### src/rtl/mul_unit.sv
// mul_unit: iterative radix-2 shift-add multiplier for RV32M MUL/MULH/MULHSU/MULHU.
// Operands are magnitude-converted on start. One add/shift is done per cycle for n
// cycles, then a FIX cycle applies the sign and selects the half. done pulses for one
// cycle and result holds until the next completion.
// Optional: define MUL_ZERO_SKIP_EN to finish in one FIX cycle when either operand is zero.
// Ports:
//   clk    - clock, rising edge
//   rst    - synchronous active-high reset
//   start  - request, sampled only in IDLE
//   op     - 00 MUL, 01 MULH, 10 MULHSU, 11 MULHU
//   rs1    - multiplicand
//   rs2    - multiplier
//   busy   - high in CALC/FIX
//   done   - one-cycle completion pulse
//   result - registered selected half of the product
module mul_unit #(
  parameter int n  = 32,
  parameter int CW = 6
) (
  input  logic         clk,
  input  logic         rst,
  input  logic         start,
  input  logic [1:0]   op,
  input  logic [n-1:0] rs1,
  input  logic [n-1:0] rs2,
  output logic         busy,
  output logic         done,
  output logic [n-1:0] result
);

  typedef enum logic [1:0] {
    IDLE = 2'd0,
    CALC = 2'd1,
    FIX  = 2'd2
  } state_t;

  state_t         state, state_nx;
  logic [1:0]     op_q;
  logic [n:0]     mcand, mplier;
  logic           neg;
  logic [2*n-1:0] acc;
  logic [CW-1:0]  cnt;

  logic           a_sgn, b_sgn, zero_op;
  logic [n:0]     a_ext, b_ext, a_mag, b_mag;
  logic [n:0]     sum;
  logic [2*n:0]   shifted;
  logic [2*n-1:0] prod_fix;

  // Sign extension to n+1 bits keeps |0x80000000| = 2^31 representable.
  always_comb begin
    a_sgn = ((op == 2'b01) || (op == 2'b10)) && rs1[n-1];
    b_sgn = (op == 2'b01) && rs2[n-1];
    a_ext = {a_sgn, rs1};
    b_ext = {b_sgn, rs2};
    a_mag = a_sgn ? -a_ext : a_ext;
    b_mag = b_sgn ? -b_ext : b_ext;
`ifdef MUL_ZERO_SKIP_EN
    zero_op = (rs1 == '0) || (rs2 == '0);
`else
    zero_op = 1'b0;
`endif
  end

  // Add into the upper half with a carry bit, then shift the whole accumulator right.
  always_comb begin
    sum      = {1'b0, acc[2*n-1:n]} + (mplier[0] ? mcand : '0);
    shifted  = {sum, acc[n-1:0]};
    prod_fix = neg ? -acc : acc;
  end

  always_comb begin
    state_nx = state;
    case (state)
      IDLE:    if (start) state_nx = zero_op ? FIX : CALC;
      CALC:    if (cnt == CW'(n - 1)) state_nx = FIX;
      FIX:     state_nx = IDLE;
      default: state_nx = IDLE;
    endcase
  end

  assign busy = (state != IDLE);

  always_ff @(posedge clk) begin
    if (rst) begin
      state  <= IDLE;
      op_q   <= '0;
      mcand  <= '0;
      mplier <= '0;
      neg    <= 1'b0;
      acc    <= '0;
      cnt    <= '0;
      done   <= 1'b0;
      result <= '0;
    end else begin
      state <= state_nx;
      done  <= 1'b0;
      case (state)
        IDLE: begin
          if (start) begin
            op_q   <= op;
            mcand  <= a_mag;
            mplier <= b_mag;
            neg    <= a_sgn ^ b_sgn;
            acc    <= '0;
            cnt    <= '0;
          end
        end
        CALC: begin
          acc    <= shifted[2*n:1];
          mplier <= mplier >> 1;
          cnt    <= cnt + CW'(1);
        end
        FIX: begin
          done   <= 1'b1;
          result <= (op_q == 2'b00) ? prod_fix[n-1:0] : prod_fix[2*n-1:n];
        end
        default: ;
      endcase
    end
  end

endmodule

### config.mk
export PLATFORM = sky130hd
export DESIGN_NAME = mul_unit
export DESIGN_NICKNAME = d
export VERILOG_FILES = /design/src/rtl/mul_unit.sv
export SDC_FILE = /design/constraint.sdc
export NUM_CORES = 1
export LEC_CHECK = 0
export BUFFER_PORTS_ARGS = -buffer_cell sky130_fd_sc_hd__buf_2
export CORE_MARGIN = 10
export CORE_UTILIZATION = 30
export CTS_CLUSTER_SIZE = 28
export DETAILED_ROUTE_END_ITERATION = 16
export SKIP_CTS_REPAIR_TIMING = 1
export SLEW_MARGIN = 5
export SYNTH_ARGS = -nofsm -noshare
export SYNTH_HDL_FRONTEND = slang
export SYNTH_SLANG_ARGS = --single-unit
### constraint.sdc
create_clock -name clk -period 4.6 [get_ports clk]
set_input_delay 0 -clock clk [delete_from_list [all_inputs] [get_ports clk]]
set_output_delay 0 -clock clk [all_outputs]
set_load 0.005 [all_outputs]
==> results.py <==
metrics = {
    "clocking": {
        "ctsRootBufferMaster": "clkbuf_16",
        "cts_buffer_depth": 2,
        "htree_levels": 4,
        "cts_made_buffers": 17,
        "clk_pin_slew_ps": 80,
        "clock_latency_ps": 460,
        "cts_tree": "done",
        "cts.sinks": 174,
    },
    "grt": {
        "antenna_found_initial": 1,
        "grt_max_degree": 79,
        "grt_overflow_total": 0,
        "track_usage": 0.162,
        "grt_pass1_wl_um": 61200,
        "grt_pass1_vias": 10800,
    },
    "route": {
        "drt_iter0_markers": 1007,
        "wl_per_cell_um": 18.4,
        "drtPass1Iterations": 5,
        "drt_wl_total_um": 39600,
        "drc": 0,
        "vias": 12000,
        "viasPerCell": 5.57,
        "ant_nets": 0,
    },
    "power_and_ir_drop": {
        "p_leak_nw": 5.44,
        "power.density_mw_per_mm2": 280,
        "ir_drop_uv": 211,
        "power.total_mw": 3.81,
    },
    "synth": {
        "ys_warn_count": 0,
        "synth_top_family_by_area": "compound AO/OA/AOI/OAI gates",
        "avgSynthCellArea_um2": 7.49,
        "synth_xor_area_frac": 0.0743,
        "synth_cell_type_count": 67,
        "ys.flop_type": "dfxtp_1",
        "async_reset_ff_frac": 0,
        "synthAdderAreaFrac": 0.0422,
        "synth_compound_area_frac": 0.267,
        "ys_seq_area_frac": 0.305,
        "synth-edff-count": 0,
        "synth-simple-area-share": 0.255,
        "netlist_instances": 1526,
        "syn_nets": 1633,
        "yosys_register_bits": 174,
        "synthMuxAreaShare": 0.0116,
        "synth_area_mm2": 0.0114,
    },
    "timing": {
        "slew_headroom": 0.298,
        "setup_tns_ps": 0,
        "layout_min_cycle_time_ps": 3510,
        "grt_setup_unrepaired": "false",
        "worstMarginPinSlew_ps": 1050,
        "drv_slew": 0,
        "hold_violations": 2,
        "final.period_utilization": 0.763,
        "max_clock_freq_ghz": 0.285,
        "whs_ps": -5.99,
        "clock_skew_ps": 19.4,
        "setup_violations": 0,
    },
    "setup_path": {
        "worstSetupStartpoint": "acc[9]",
        "r2r_start": "acc[9]",
        "ff2ff_path_depth": 7,
        "cp-end-kind": "flop",
        "crit_required_ps": 5010,
        "cp-start-kind": "flop",
        "critPathKind": "reg2reg",
        "cp_max_fo": 15,
        "crit_arrival_ps": 3920,
    },
    "die": {
        "die_area_mm2": 0.0463,
        "coreArea_mm2": 0.0377,
        "num_io_pins": 103,
        "die_h_um": 215,
        "die_w_um": 215,
        "initial_core_util": 0.304,
        "placementRows": 71,
    },
    "worst_hold_path": {
        "hold_start": "rs1[20]",
        "hp-class": "in2reg",
        "worstHoldPathCells": 3,
    },
    "status": {
        "violations": "hold timing",
        "status": "finished, violations left",
    },
    "final_layout": {
        "final_core_util": 0.362,
        "nets": 1738,
        "n_antenna_cell": 0,
        "syn_to_final_growth_pct": 19.2,
        "num-fill-cells": 3997,
        "drive_gt1_frac": 0.105,
    },
    "placed_design": {
        "gp_congestion": 0.904,
        "io_buffers": 102,
        "hpwl_um": 28600,
    },
    "job": {
        "maxCapViolations": 0,
    },
}
[power breakdown]
| group | total [mW] | leakage (nW) | internal, mW | switching (mW) |
|---|---|---|---|---|
| registers | 1.62 | 1.41 | 1.57 | 0.0495 |
| logic | 0.632 | 3.72 | 0.232 | 0.400 |
| clock network | 1.56 | 0.300 | 0.914 | 0.650 |
| total | 3.81 | 5.44 | 2.71 | 1.10 |
[routing by layer]
layer | wire length, um | GRT usage
met1 | 18500 | 0.225
met2 | 17100 | 0.243
met3 | 2920 | 0.0343
met4 | 1100 | 0.0559
met5 | 0 | 0
[path summary, 6_finish.rpt]
| check | end | slack, ps |
|---|---|---|
| worst max-delay path | result[16] | 1090 |
| worst min register to register | mplier[25] | 440 |
| worst max register to register | result[16] | 1090 |
| worst min-delay path | mcand[20] | -6 |
[worst max-delay path, cell delays in order (launching register included)]
cell and delay [ps]:
dfxtp_1 400, nor4_1 680, nand3_1 380, or4_4 730, nor4_1 640, nand2_1 130
a311oi_1 330, a22o_1 170
[logic make-up (layout without fill, tap and decap cells)]
group	count (synthesis)	after routing
fa+ha+maj	38	38
compound gates	470	470
flops	174	174
simple gates	604	604
xor+xnor	97	97
mux	13	13
buf+inv	130	247
[Yosys cell counts (12+ instances only)]
master / instances / area (um^2)
a31oi_1: 25 / 156
nor3_1: 47 / 235
nand2_1: 187 / 702
a22o_1: 38 / 333
nand2b_1: 15 / 93.8
dfxtp_1: 174 / 3480
o22ai_1: 15 / 93.8
nor2_1: 148 / 556
or4_1: 18 / 135
buf_1: 16 / 60.1
a21oi_1: 123 / 616
a211oi_1: 35 / 263
and2_1: 38 / 238
clkbuf_1: 82 / 308
xnor2_1: 34 / 298
a21o_1: 12 / 90.1
ha_1: 37 / 463
nor4_1: 22 / 138
nand3_1: 46 / 230
or3_1: 24 / 150
nand4_1: 20 / 125
inv_1: 27 / 101
o21ai_0: 99 / 495
xor2_1: 63 / 552
a22oi_1: 28 / 210
o31ai_1: 19 / 143
[through the flow]
step / area, um^2 / std cells / setup slack (ps)
global placement: 12400 / 2060 / 1340
CTS: 13000 / 2091 / 1220
detailed placement: 12400 / 2060 / 1240
finish: 13600 / 2154 / 1090
global route: 13600 / 2154 / 947
floorplan: 11400 / 1526 / 1410
[sequential cells by signal (all words and copies together), names as in the netlist]
signal / count
acc: 64
cnt: 6
done: 1
mcand: 33
mplier: 33
neg: 1
op_q: 2
result: 32
state: 2
[final cells by class]
| cell class | instances | area, um^2 | area share |
|---|---|---|---|
| sequential | 174 | 3480 | 0.256 |
| clock buffer | 23 | 488 | 0.0358 |
| multi-input combinational | 1222 | 7470 | 0.548 |
| tap | 511 | 639 | 0.0469 |
| clock inverter | 8 | 129 | 0.00946 |
| timing repair buffer | 187 | 1310 | 0.0961 |
| inverter | 29 | 109 | 0.00799 |
[layout by cell type, fill, tap and decap left out, types with 37 or more instances in the layout]
master / netlist / final
a21oi_1: 123 / 123
a22o_1: 38 / 38
and2_1: 38 / 37
buf_2: 0 / 101
dfxtp_1: 174 / 173
dlygate4sd3_1: 0 / 63
ha_1: 37 / 37
nand2_1: 187 / 187
nand3_1: 46 / 46
nor2_1: 148 / 146
nor3_1: 47 / 46
o21ai_0: 99 / 99
xor2_1: 63 / 63
(Power assumes the default switching activity.)
